[config.mk]
export PLATFORM = sky130hd
export DESIGN_NAME = seven_seg_reader
export DESIGN_NICKNAME = d
export VERILOG_FILES = /design/src/rtl/seven_seg_reader.sv
export SDC_FILE = /design/constraint.sdc
export NUM_CORES = 1
export LEC_CHECK = 0
export BUFFER_PORTS_ARGS = -buffer_cell sky130_fd_sc_hd__buf_4
export CAP_MARGIN = 40
export CORE_MARGIN = 5
export CORE_UTILIZATION = 50
export DETAILED_ROUTE_END_ITERATION = 7
export HOLD_SLACK_MARGIN = 0.08
export PLACE_DENSITY = 0.75
export SKIP_CTS_REPAIR_TIMING = 1
export SLEW_MARGIN = 40
export SYNTH_ARGS = -nofsm -noshare
export SYNTH_HDL_FRONTEND = slang
export SYNTH_SLANG_ARGS = --single-unit
[constraint.sdc]
create_clock -name clk -period 2 [get_ports clk]
set_input_delay 0.1 -clock clk [delete_from_list [all_inputs] [get_ports clk]]
set_output_delay 0.1 -clock clk [all_outputs]
set_load 0.02 [all_outputs]
[src/rtl/seven_seg_reader.sv]
// seven_seg_reader: snoops a multiplexed 7-segment bus and recovers the hex
// nibble shown on each digit once its pattern has been stable long enough.
// Optional macro SEVEN_SEG_READER_ACTIVE_LOW_EN: treat digit_en and dispseg
// as active-low (common-anode boards); they are inverted ahead of the input
// registers and nothing else changes.
module seven_seg_reader #(
  parameter int DIGITS        = 4,
  parameter int STABLE_CYCLES = 4
) (
  input  logic                  clk,
  input  logic                  rst,
  input  logic [DIGITS-1:0]     digit_en,
  input  logic [6:0]            dispseg,
  output logic [4*DIGITS-1:0]   nibbles,
  output logic [DIGITS-1:0]     valid,
  output logic [DIGITS-1:0]     err,
  output logic                  update,
  output logic [2:0]            update_digit
);

  localparam int CW = $clog2(STABLE_CYCLES + 1);

  localparam logic [1:0] IDLE  = 2'd0;
  localparam logic [1:0] TRACK = 2'd1;
  localparam logic [1:0] HOLD  = 2'd2;

  logic [DIGITS-1:0] en_in;
  logic [6:0]        seg_in;

`ifdef SEVEN_SEG_READER_ACTIVE_LOW_EN
  assign en_in  = ~digit_en;
  assign seg_in = ~dispseg;
`else
  assign en_in  = digit_en;
  assign seg_in = dispseg;
`endif

  logic [DIGITS-1:0] s_en, p_en;
  logic [6:0]        s_seg, p_seg;
  logic [1:0]        state, state_n;
  logic [CW-1:0]     count, count_n;
  logic              commit;
  logic              legal, same;
  logic [2:0]        idx;
  logic              hit;
  logic [3:0]        code;

  // Pattern -> {recognized, nibble}; anything outside the 16 glyphs misses.
  function automatic logic [4:0] decode(input logic [6:0] p);
    case (p)
      7'b0111111: decode = {1'b1, 4'h0};
      7'b0000110: decode = {1'b1, 4'h1};
      7'b1011011: decode = {1'b1, 4'h2};
      7'b1001111: decode = {1'b1, 4'h3};
      7'b1100110: decode = {1'b1, 4'h4};
      7'b1101101: decode = {1'b1, 4'h5};
      7'b1111101: decode = {1'b1, 4'h6};
      7'b0000111: decode = {1'b1, 4'h7};
      7'b1111111: decode = {1'b1, 4'h8};
      7'b1100111: decode = {1'b1, 4'h9};
      7'b1110111: decode = {1'b1, 4'hA};
      7'b1111100: decode = {1'b1, 4'hB};
      7'b0111001: decode = {1'b1, 4'hC};
      7'b1011110: decode = {1'b1, 4'hD};
      7'b1111001: decode = {1'b1, 4'hE};
      7'b1110001: decode = {1'b1, 4'hF};
      default:    decode = {1'b0, 4'h0};
    endcase
  endfunction

  // Sample classification: exactly one enable, and equality with the sample
  // seen on the previous edge (enable change alone counts as a change).
  always_comb begin
    legal = (s_en != '0) && ((s_en & (s_en - 1'b1)) == '0);
    same  = (s_en == p_en) && (s_seg == p_seg);
    {hit, code} = decode(s_seg);
  end

  // Index of the single active enable bit.
  always_comb begin
    idx = 3'd0;
    for (int i = 0; i < DIGITS; i++)
      if (s_en[i]) idx = 3'(i);
  end

  // Debounce FSM: commit on the STABLE_CYCLES-th identical legal sample,
  // then hold so a steady pattern commits only once.
  always_comb begin
    state_n = state;
    count_n = count;
    commit  = 1'b0;
    if (!legal) begin
      state_n = IDLE;
      count_n = '0;
    end else begin
      case (state)
        IDLE: begin
          state_n = TRACK;
          count_n = CW'(1);
        end
        TRACK: begin
          if (!same) begin
            count_n = CW'(1);
          end else if (count >= CW'(STABLE_CYCLES - 1)) begin
            commit  = 1'b1;
            state_n = HOLD;
            count_n = CW'(STABLE_CYCLES);
          end else begin
            count_n = count + CW'(1);
          end
        end
        HOLD: begin
          if (!same) begin
            state_n = TRACK;
            count_n = CW'(1);
          end
        end
        default: begin
          state_n = IDLE;
          count_n = '0;
        end
      endcase
    end
  end

  // Input registers, FSM state and per-digit result registers.
  always_ff @(posedge clk) begin
    if (rst) begin
      s_en         <= '0;
      s_seg        <= '0;
      p_en         <= '0;
      p_seg        <= '0;
      state        <= IDLE;
      count        <= '0;
      nibbles      <= '0;
      valid        <= '0;
      err          <= '0;
      update       <= 1'b0;
      update_digit <= 3'd0;
    end else begin
      s_en         <= en_in;
      s_seg        <= seg_in;
      p_en         <= s_en;
      p_seg        <= s_seg;
      state        <= state_n;
      count        <= count_n;
      update       <= commit;
      update_digit <= commit ? idx : 3'd0;
      for (int i = 0; i < DIGITS; i++) begin
        if (commit && s_en[i]) begin
          if (hit) nibbles[4*i +: 4] <= code;
          valid[i] <= hit;
          err[i]   <= ~hit;
        end
      end
    end
  end

endmodule
==> impl_metrics.py <==
metrics = {
    "status": {
        "status": "complete, no violations",
    },
    "synthesis": {
        "yosysTopAreaCell": "dfxtp_1",
        "synth_area_leaders": "dfxtp_1 (43%), mux2i_1 (6.8%), nor2b_1 (6.5%)",
        "synth_nets": 281,
        "synth_flop_cell": "dfxtp_1",
        "ys_ff_latch": 54,
        "avgSynthCellArea_sq_um": 9.445,
        "synth.most_common_cell": "dfxtp_1",
        "synth_cell_types": 52,
        "synth-edff-count": 0,
        "async_flop_share": 0,
        "yosysSeqAreaShare": 0.4303,
        "ys_warn_count": 0,
        "ys_top_cells_by_count": "dfxtp_1 (54), nor2b_1 (26), nand2b_1 (18), mux2i_1 (17), nor2_1 (16)",
        "synth_top_area_frac": 0.4303,
        "netlist_area_sq_mm": 0.002512,
        "syn_inst": 266,
    },
    "power": {
        "power_density_mw_per_mm2": 599.2,
        "leakagePower_nw": 1.428,
        "p_total_w": 0.001992,
        "internal-power_w": 0.001475,
        "switchingPower_w": 0.0005168,
        "p_comb_frac": 0.108,
        "pwr-share-seq": 0.566,
        "max-vdd-ir-drop_v": 0.0003866,
        "sw_frac_of_total": 0.2594,
        "clkPwrFrac": 0.327,
    },
    "run": {
        "max_cap_viol_count": 0,
    },
    "global_route": {
        "grt_pass1_wl_um": 8928,
        "grt_use_total": 0.1756,
        "overflow": 0,
        "grt_max_degree": 51,
        "grt_pass1_vias": 1932,
        "antenna_found_initial": 0,
    },
    "worst_setup_path": {
        "setup.worst_path.end_class": "register",
        "cp_top_family": "simple AND/OR/NAND/NOR gates",
        "worst-setup-path-type": "reg2reg",
        "slowest_stage": "dfxtp_1",
        "cp_max_fo": 6,
        "cp_slowest_stage_delay_ps": 360,
        "required_ps": 2210,
        "crit_buf_inv": 2,
        "worstPathArrival_ps": 2130,
        "crit_chain": "xor2_1 > nor4_2 > nand3_2 > buf_6 > nor4_4 > buf_4 > mux2i_1 > nor2_1",
        "critPathLaunchType": "register",
    },
    "routing": {
        "drtIter0Drc": 114,
        "wl_per_cell_um": 13.74,
        "routed_wl_um": 5580,
        "drtAntennaViolNets": 0,
        "vias": 2073,
        "routed_via_density": 5.106,
        "drt_first_pass_iters": 4,
        "drcViolationCount": 0,
    },
    "final_layout": {
        "nNetsFinal": 353,
        "fillers": 391,
        "drive_gt1_frac": 0.3186,
        "diodes": 0,
        "seqCellArea_sq_mm": 0.001092,
        "synthToLayoutAreaGrowth_pct": 32.32,
        "multi_input_area_sq_mm": 0.001355,
        "stdcell_count": 406,
        "fin_area_sq_mm": 0.003324,
    },
    "sta": {
        "report.final.slew_viol_count": 0,
        "rsz0062_at_grt": "yes",
        "setup_viol": 0,
        "clock_skew_ps": 14.66,
        "setup_ws_ps": 73.96,
        "max_freq_ghz": 0.5192,
        "min_period_ps": 1926,
        "finalCritPeriodShare": 0.9630,
        "hold_violations": 0,
        "fin_tns_setup_ps": 0,
    },
    "die": {
        "die_area_sq_mm": 0.006542,
        "initial_utilization": 0.5250,
        "fp.dieW_um": 80.89,
        "die_y_um": 80.89,
        "io_pins": 41,
        "num_rows": 25,
        "core_area_sq_mm": 0.004786,
    },
    "min_path": {
        "min_path_type": "in2reg",
    },
    "clocking": {
        "cts_tree": "done",
        "insertion_delay_ps": 320,
        "cts_inserted_buffers": 5,
        "numClockSinks": 54,
        "root_buffer": "clkbuf_8",
        "path_clk_slew_ps": 110,
        "htree_levels": 2,
        "clockBufferDepth": 2,
    },
    "placement": {
        "dp_hpwl_um": 3890,
        "place.gp.congestion": 0.7755,
        "placement.cell_area_sq_mm": 0.003023,
        "port_buffers": 39,
        "dp_cells": 381,
        "dp_slack_ps": -37.26,
    },
}
==> worst paths after layout <==
kind | startpoint | endpoint | slack (ps) | cells after the start
worst max-delay path | s_seg[4] | err[3] | 70 | 8
worst min-delay path | rst | err[2] | 210 | 2
worst min register to register | err[1] | err[1] | 480 | 2
worst max register to register | s_seg[4] | err[3] | 70 | 8
==> cell type report <==
cell class	count	share of cell area
clock inverters	3	0.008656
flip-flops and latches	54	0.3286
multi-input cells	187	0.4076
well taps	67	0.02522
clock buffers	5	0.02070
repair buffers	86	0.2047
inverters	4	0.004516
==> power groups by stage <==
stage	Clock [W]	Sequential, W	Combinational, W
6_report	0.000651	0.00113	0.000215
3_5_place_dp	0	0.00115	0.000184
5_1_grt	0.000722	0.00113	0.000235
2_1_floorplan	0	0.00114	0.000133
4_1_cts	0.000672	0.00113	0.000185
3_3_place_gp	0	0.00115	0.000181
==> stage by stage <==
| step | hold WS (ps) | utilization |
|---|---|---|
| detailed placement | 317.7 | 0.6316 |
| global placement | 311.5 | 0.6316 |
| CTS | -24.14 | 0.6520 |
| finish | 205.1 | 0.6946 |
| global route | 211.2 | 0.6946 |
| floorplan | 183.2 | - |
==> registers in the layout (all words and copies together), names as in the netlist <==
register	count
count	3
err	4
nibbles	16
p_en	4
p_seg	7
s_en	4
s_seg	7
state	2
update	1
update_digit	2
valid	4
==> layout by cell type, fill, tap and decap left out, drive strengths merged, types with 3 or more instances in the layout <==
cell type and count:
buf 75, nand3 5, nand2 16, xor2 14, a21bo 3, a21oi 6, a211oi 5, nor4 6
nor2 17, nor2b 26, o21bai 4, dlygate4sd3 11, dfxtp 54, mux2i 17, a31oi 3, clkbuf 5
nor3 7, nor4bb 3, inv 6, o21ai 8, nand2b 18
==> cells by family (layout without fill, tap and decap cells) <==
kind of cell,count (synthesis),count (layout),synth area share
AND/OR/NAND/NOR,111,111,0.2789
flip-flops,54,54,0.4303
AO/OA/AOI/OAI,42,42,0.1205
buffers and inverters,25,98,0.04233
multiplexers,17,17,0.06773
XOR/XNOR,14,14,0.04881
adder cells (fa/ha/maj),2,2,0.009959
other,1,1,0.001493
==> metal layers <==
| layer | global-route usage | up-vias | part of all wire |
|---|---|---|---|
| met3 | 0.04656 | 8 | 0.036 |
| met2 | 0.2718 | 37 | 0.48 |
| met1 | 0.2299 | 970 | 0.47 |
| met4 | 0.07601 | 0 | 0.019 |
| li1 | - | 1058 | - |
| met5 | 0 | - | 0 |
(Power assumes the default switching activity.)
